===== config.mk =====
export PLATFORM = sky130hd
export DESIGN_NAME = encoder_velocity
export DESIGN_NICKNAME = d
export VERILOG_FILES = /design/src/rtl/encoder_velocity_pkg.sv /design/src/rtl/sat_timer.sv /design/src/rtl/encoder_velocity.sv
export SDC_FILE = /design/constraint.sdc
export NUM_CORES = 1
export LEC_CHECK = 0
export BUFFER_PORTS_ARGS = -buffer_cell sky130_fd_sc_hd__buf_4
export CELL_PAD_IN_SITES_DETAIL_PLACEMENT = 1
export CELL_PAD_IN_SITES_GLOBAL_PLACEMENT = 2
export CORE_MARGIN = 2
export CORE_UTILIZATION = 39
export DETAILED_ROUTE_END_ITERATION = 16
export PLACE_DENSITY = 0.94
export SYNTH_ARGS = -nofsm -noshare
export SYNTH_HDL_FRONTEND = slang
export SYNTH_SLANG_ARGS = --single-unit
export TNS_END_PERCENT = 20

===== constraint.sdc =====
create_clock -name clk -period 4.33 [get_ports clk]
set_input_delay 0.433 -clock clk [delete_from_list [all_inputs] [get_ports clk]]
set_output_delay 0.433 -clock clk [all_outputs]
set_load 0.02 [all_outputs]

===== src/rtl/encoder_velocity_pkg.sv =====
// Shared types and constants for the encoder velocity block.
package encoder_velocity_pkg;

    localparam int unsigned W_DEFAULT = 32;
    localparam logic [W_DEFAULT-1:0] PERIOD_UNKNOWN = '1;

    typedef enum logic [1:0] {
        StIdle,
        StFirst,
        StRun
    } state_e;

endpackage


===== src/rtl/sat_timer.sv =====
// W-bit saturating up-counter with synchronous clear-to-1; resets to all-ones.
module sat_timer #(
    parameter int unsigned W = 32
) (
    input  logic         clk,
    input  logic         rst_n,
    input  logic         clr,
    output logic [W-1:0] value
);

    logic [W-1:0] value_q, value_d;

    always_comb begin
        value_d = value_q;
        if (clr) begin
            value_d = W'(1);
        end else if (value_q != '1) begin
            value_d = value_q + W'(1);
        end
    end

    always_ff @(posedge clk or negedge rst_n) begin
        if (!rst_n) begin
            value_q <= '1;
        end else begin
            value_q <= value_d;
        end
    end

    assign value = value_q;

endmodule


===== src/rtl/encoder_velocity.sv =====
// Step period / direction estimator for a quadrature count, with snapshots
// taken on PWM carrier sync strobes.
module encoder_velocity
    import encoder_velocity_pkg::*;
#(
    parameter int unsigned W = W_DEFAULT
) (
    input  logic         clk,
    input  logic         rst_n,
    input  logic [W-1:0] counter,
    input  logic         pwm_carrier_low,
    input  logic         pwm_carrier_high,
    input  logic [W-1:0] timeout_cycles,
    output logic [W-1:0] period,
    output logic         direction,
    output logic         stopped,
    output logic [W-1:0] period_synced,
    output logic         direction_synced,
    output logic         stopped_synced,
    output logic [W-1:0] delta_synced
);

    localparam logic [W-1:0] PeriodUnknown = {W{1'b1}};

    state_e       state_q, state_d;
    logic [W-1:0] prev_cnt_q, last_sync_cnt_q;
    logic [W-1:0] period_q, period_d;
    logic         direction_q, direction_d;
    logic [W-1:0] period_synced_q, delta_synced_q;
    logic         direction_synced_q, stopped_synced_q;

    logic [W-1:0] cnt_diff;
    logic [W-1:0] gap;
    logic         step, step_dir, sync;

    assign cnt_diff = counter - prev_cnt_q;
    assign step     = (counter != prev_cnt_q);
    // Modulo difference: 0xFFFFFFFF -> 0 yields +1, i.e. an increment.
    assign step_dir = ~cnt_diff[W-1];
    assign sync     = pwm_carrier_low | pwm_carrier_high;

    sat_timer #(
        .W (W)
    ) u_gap_timer (
        .clk   (clk),
        .rst_n (rst_n),
        .clr   (step),
        .value (gap)
    );

    always_comb begin
        state_d     = state_q;
        period_d    = period_q;
        direction_d = direction_q;
        unique case (state_q)
            StIdle: begin
                if (step) begin
                    state_d     = StFirst;
                    direction_d = step_dir;
                    period_d    = PeriodUnknown;
                end
            end
            StFirst, StRun: begin
                // A step in the same clk as a timeout takes priority.
                if (step) begin
                    if (step_dir == direction_q) begin
                        state_d  = StRun;
                        period_d = gap;
                    end else begin
                        state_d     = StFirst;
                        direction_d = step_dir;
                        period_d    = PeriodUnknown;
                    end
                end else if ((timeout_cycles != '0) && (gap >= timeout_cycles)) begin
                    state_d  = StIdle;
                    period_d = PeriodUnknown;
                end
            end
            default: begin
                state_d  = StIdle;
                period_d = PeriodUnknown;
            end
        endcase
    end

    always_ff @(posedge clk or negedge rst_n) begin
        if (!rst_n) begin
            state_q     <= StIdle;
            prev_cnt_q  <= '0;
            period_q    <= PeriodUnknown;
            direction_q <= 1'b1;
        end else begin
            state_q     <= state_d;
            prev_cnt_q  <= counter;
            period_q    <= period_d;
            direction_q <= direction_d;
        end
    end

    // Snapshots take the registered outputs, i.e. values before this clk's update.
    always_ff @(posedge clk or negedge rst_n) begin
        if (!rst_n) begin
            last_sync_cnt_q    <= '0;
            period_synced_q    <= PeriodUnknown;
            direction_synced_q <= 1'b1;
            stopped_synced_q   <= 1'b1;
            delta_synced_q     <= '0;
        end else if (sync) begin
            last_sync_cnt_q    <= counter;
            period_synced_q    <= period_q;
            direction_synced_q <= direction_q;
            stopped_synced_q   <= (state_q == StIdle);
            delta_synced_q     <= counter - last_sync_cnt_q;
        end
    end

    assign period           = period_q;
    assign direction        = direction_q;
    assign stopped          = (state_q == StIdle);
    assign period_synced    = period_synced_q;
    assign direction_synced = direction_synced_q;
    assign stopped_synced   = stopped_synced_q;
    assign delta_synced     = delta_synced_q;

endmodule


==> impl_metrics.tcl, run 1 <==
set metrics [dict create \
    synth_ff_type "dfstp_2" \
    cts_buffers 17 \
    fin_nets 1457 \
    drtIter0Drc 307 \
    coreArea_um2 27030 \
    antenna_left 0 \
    drive_gt1_share_pct 27.15 \
    regArea_um2 5054 \
    routed_via_density 5.301 \
    std_cell_rows 60 \
    dr.pass1.iters 4 \
    die_h_um 170.3 \
    vias 8726 \
    drv_slew 0 \
    yosysWarnings 0 \
    cp.arrival_ns 3.67 \
    setup_violations 0 \
    start_kind "flip-flop" \
    period_needed_ns 3.287 \
    dieArea_um2 29010 \
    endpoint_kind "flip-flop" \
    fin_setup_tns_ns 0 \
    drc 0 \
    grt_max_degree 87 \
    root_buffer "clkbuf_16" \
    reg2reg_slack_ns 1.04 \
    finalClockSkew_ns 0.01736 \
    grt_overflow 0 \
    cts_buffer_depth 2 \
    cts.reportedPaths.clkPinSlew_ns 0.09 \
    synth-seq-cells 197 \
    num_io_pins 168 \
    hold-worst-slack_ns -0.004370 \
    rsz0062_at_grt "no" \
    hpwlAfterDp_um 22200 \
    grt_pass1_wl_um 48430 \
    synth_area_um2 10790 \
    power_density_nw_per_um2 475.9 \
    clock-sinks 197 \
    leakage_uw 0.006234 \
    timing.fmax_mhz 304.2 \
    hold_buffers 0 \
    finish.utilization_pct 48.16 \
    slew-limit-headroom_pct 37.26 \
    grt_pass1_vias 9350 \
    min_path_type "in2async" \
    die-width_um 170.3 \
    cts_tree "yes" \
    fin_crit_sh_pct 75.92 \
    required_ns 4.71 \
    yosysMostFrequentCell "nand2_1" \
    postSynthAreaPerCell_um2 9.565 \
    area_delta_synth_final_pct 20.64 \
    syn_nets 1294 \
    rr_worst_depth 10 \
    synth_edf_count 0 \
    worstMarginPinSlew_ns 0.9411 \
    synth_top_area_share_pct 24.11 \
    gp_congestion 0.8379 \
    synth_cells 1128 \
    initial_core_util_pct 39.92 \
    synth-seq-area-share_pct 46.84 \
    ys_async_sr_fraction_pct 100.0 \
    cts_resized 0 \
    rr_endpoint "period[27]" \
    cp_max_fo 19 \
    yosys.area.top_type "dfstp_2" \
    cts_max_level 4 \
    antenna_found_initial 1 \
    synth_common_cells "nand2_1 (186), inv_1 (115), dfstp_2 (99), dfrtp_1 (98), ha_1 (97)" \
    multi_input_area_um2 5167 \
    hold_viol 1 \
    synth_area_leaders "dfstp_2 (24%), dfrtp_1 (23%), ha_1 (11%)" \
    clock_latency_ns 0.45 \
    drt-total-wl_um 29840 \
    peakVddDrop_uv 229.1 \
    fillerInstances 3133 \
    io_buffers 167 \
    post_cts_buffers 0 \
    worstSetupPathType "reg2reg" \
    synth_cell_types 67 \
    track_usage_pct 21.15 \
    violations "negative hold slack" \
    wl_per_cell_um 18.13 \
    regToRegStartpoint "u_gap_timer.value[18]" \
    maxCapViolations 0 \
    status "finished with violations" \
]
[registers in the layout, summed over array words and instances, names as in the netlist]
register / count
period: 32
stopped_synced: 1
period_synced: 32
direction_synced: 1
state_q: 2
direction: 1
prev_cnt_q: 32
last_sync_cnt_q: 32
u_gap_timer.value: 32
delta_synced: 32
[cells by family after synthesis]
family / after synthesis / synth area share, %
buffers and inverters: 148 / 5.392
multiplexers: 2 / 0.2319
flip-flops: 197 / 46.84
AND/OR/NAND/NOR: 383 / 16.39
AO/OA/AOI/OAI: 253 / 15.90
adder cells (fa/ha/maj): 98 / 11.43
XOR/XNOR: 47 / 3.815
[placed cells by master (no fill, tap or decap), drive strengths merged, types with 24 or more instances in the layout]
cell / n
dfstp: 99
ha: 97
a21o: 32
inv: 125
buf: 176
xnor2: 24
nor2: 72
a21oi: 55
o21ai: 73
dfrtp: 98
o22a: 32
nand2: 186
[critical path, stage by stage (launching register included)]
cell       delay, ns
dfstp_2         0.67
ha_1            0.18
nand4_1         0.10
a2111oi_0       0.61
nand2_1         0.11
o2111ai_1       0.11
a31o_2          0.15
a2111oi_2       0.07
o21bai_2        0.62
buf_4           0.38
o22a_2          0.19
[metrics by stage]
step	instances	worst slack (ns)	area, um2	power [uW]
2_1_floorplan	1128	1.641	10790	3774
3_3_place_gp	1613	1.108	12410	4553
3_5_place_dp	1613	1.007	12410	4620
4_1_cts	1645	1.031	13010	6279
5_1_grt	1646	0.7800	13020	6545
6_report	1646	1.043	13020	6195
[how the worst max path moves through the flow]
stage | start | endpoint | slack, ns | cells after the start
CTS | u_gap_timer.value[18] | period[27] | 1.03 | 10
global route | u_gap_timer.value[18] | period[27] | 0.78 | 10
global placement | counter[24] | state_q[1] | 1.11 | 11
floorplan | u_gap_timer.value[21] | period[23] | 1.64 | 10
detailed placement | timeout_cycles[13] | period[14] | 1.01 | 12
finish | u_gap_timer.value[18] | period[27] | 1.04 | 10
[metal layers]
metal  part of all wire (%)  track usage [%]  vias up
met5                      0                0        -
met4                    1.6            5.909        0
met3                    3.8            3.372       30
met2                     50            36.67      159
met1                     45            27.35     4339
li1                       -                -     4198
[power by group]
part	switching, uW	internal [uW]	total (uW)
combinational	1120	862	1980
clock	815	811	1630
sequential	249	2330	2580
total	2190	4010	6190
[area by class of cell]
class                   instances  area share (%)
inverters                     115           3.316
clock buffers                  18           3.461
repair buffers                177           10.26
diodes                          1         0.01923
clock inverters                14           1.144
multi-input cells             783           39.70
flip-flops and latches        197           38.83
well taps                     341           3.278
Power figures use the tool's default switching activity.
==> run 2, diff against run 1 <==
--- a/config.mk
+++ b/config.mk
@@ -9,9 +9,9 @@
 export CELL_PAD_IN_SITES_DETAIL_PLACEMENT = 1
 export CELL_PAD_IN_SITES_GLOBAL_PLACEMENT = 2
 export CORE_MARGIN = 2
-export CORE_UTILIZATION = 39
+export CORE_UTILIZATION = 36
 export DETAILED_ROUTE_END_ITERATION = 16
-export PLACE_DENSITY = 0.94
+export PLACE_DENSITY = 0.88
 export SYNTH_ARGS = -nofsm -noshare
 export SYNTH_HDL_FRONTEND = slang
 export SYNTH_SLANG_ARGS = --single-unit
==> constraint.sdc (replaced) <==
create_clock -name clk -period 3.1 [get_ports clk]
set_input_delay 0.31 -clock clk [delete_from_list [all_inputs] [get_ports clk]]
set_output_delay 0.31 -clock clk [all_outputs]
set_load 0.02 [all_outputs]
==> run 2 against run 1 <==
Against the previous run: the flow now finishes without violations; sequential power is 40% higher; clock skew up 0.0015 ns; global-route usage shrank 1.2 points; cell area grew 3.5%.
==> impl_metrics.tcl, run 2 (synthesis gave the netlist of run 1 again) <==
set metrics [dict create \
    drc 0 \
    min_path_type "in2reg" \
    std_cell_rows 63 \
    worstPathCellList "dlygate4sd3_1 > buf_4 > ha_1 > nand4_1 > or2_4 > nor2_1 > a2bb2oi_2 > and4bb_2 > o31a_1 > o211ai_4 > buf_12 > clkbuf_16 > o22a_2" \
    area_delta_synth_final_pct 24.89 \
    vias 8787 \
    drtIter0Drc 479 \
    fin_crit_sh_pct 97.12 \
    root_buffer "clkbuf_16" \
    reg2reg_slack_ns 0.21 \
    cts.reportedPaths.clkPinSlew_ns 0.08 \
    p_clk_share_pct 25.2 \
    hold-worst-slack_ns 0.02035 \
    worstSetupPathType "in2reg" \
    power_density_nw_per_um2 659.2 \
    setup_slack_ns 0.08930 \
    drive_gt1_share_pct 28.17 \
    die-width_um 177.1 \
    mostFrequentLayoutCells "nand2_1 (186), buf_4 (181), inv_1 (115)" \
    wl_per_cell_um 17.74 \
    final_common_cell "nand2_1" \
    antenna_cells 0 \
    cts_buffers 17 \
    start_kind "input port" \
    die_h_um 177.1 \
    leakage_uw 0.006405 \
    maxCapViolations 0 \
    cts_max_level 4 \
    gp_congestion 0.7965 \
    seqPwrFrac_pct 40.6 \
    dr.pass1.iters 6 \
    cp.arrival_ns 3.40 \
    coreArea_um2 29560 \
    fin_nets 1484 \
    num_io_pins 168 \
    critical_path.max_stage_delay_ns 0.54 \
    track_usage_pct 19.93 \
    final_cells 1721 \
    dieArea_um2 31370 \
    drv_slew 0 \
    switching_share_pct 34.55 \
    antenna_left 0 \
    internal-power_uw 5813 \
    hpwlAfterDp_um 22920 \
    worstMarginPinSlew_ns 0.8227 \
    period_needed_ns 3.011 \
    rsz0062_at_grt "yes" \
    grt_pass1_wl_um 49600 \
    status "finished, final reports clean" \
    endpoint_kind "flip-flop" \
    cp_max_fo 9 \
    setup_violations 0 \
    grt_pass1_vias 9480 \
    cts_buffer_depth 2 \
    required_ns 3.49 \
    slowest_stage "dlygate4sd3_1" \
    clock_latency_ns 0.44 \
    routed_via_density 5.106 \
    grt_overflow 0 \
    slew-limit-headroom_pct 45.02 \
    clock-sinks 197 \
    hold_viol 0 \
    switchingPower_uw 3069 \
    grt_max_degree 66 \
    crit_buf_inv 4 \
    cp_top_family "buffers and inverters" \
    pre_cts_slack_ns 0.1625 \
    antenna_found_initial 0 \
    dp.cells 1671 \
    pwr-share-comb_pct 34.2 \
    cts_tree "yes" \
    initial_core_util_pct 36.50 \
    io_buffers 167 \
    timing.fmax_mhz 332.1 \
    drt-total-wl_um 30520 \
    peakVddDrop_uv 361.8 \
    finalClockSkew_ns 0.01888 \
]
[run 2: routing by layer]
metal	vias up	track usage, %	wire length (um)
met5	-	0	0
met2	155	34.48	15190
li1	4258	-	-
met3	26	3.930	1262
met1	4348	25.36	13640
met4	0	5.234	423
[run 2: metrics by stage]
stage / setup TNS [ns] / util (%) / area (um2) / power, uW
after floorplan: 0 / - / 10790 / 5271
after global placement: 0 / 42.65 / 12610 / 6447
after detailed placement: 0 / 42.65 / 12610 / 6536
after CTS: 0 / 45.08 / 13330 / 8827
after global routing: -0.04877 / 45.58 / 13470 / 9400
final: 0 / 45.58 / 13470 / 8882
[run 2: worst paths after layout]
kind,from,endpoint,depth (start not counted)
setup reg to reg,u_gap_timer.value[21],period[26],10
max in group asynchronous,rst_n,direction_synced,3
min in group asynchronous,rst_n,prev_cnt_q[8],2
setup / recovery,counter[22],period[16],13
hold reg to reg,period_synced[4],period_synced[4],2
hold / removal,counter[23],prev_cnt_q[23],1
[run 2: power by group through the flow]
stage	clock network (uW)	registers [uW]	logic [uW]
2_1_floorplan	0	4060	1210
3_3_place_gp	0	3640	2800
3_5_place_dp	0	3660	2880
4_1_cts	2300	3620	2910
5_1_grt	2410	3680	3320
6_report	2240	3600	3040
[run 2: final cells by class]
cell class	count	area [um2]
multi-input combinational	783	5238
timing repair buffer	204	1683
sequential	197	5054
clock buffer	21	483.0
clock inverter	11	97.59
fill	3428	16090
inverter	115	431.7
tap	390	488.0
[run 2: timing repair]
| action | in CTS | in global routing |
|---|---|---|
| endpoints found under the setup margin | 0 | 40 |
| gates resized for setup | 0 | 16 |
| endpoints found under the hold margin | 64 | 0 |
| hold buffers | 14 | 0 |
| buffers inserted | 0 | 2 |
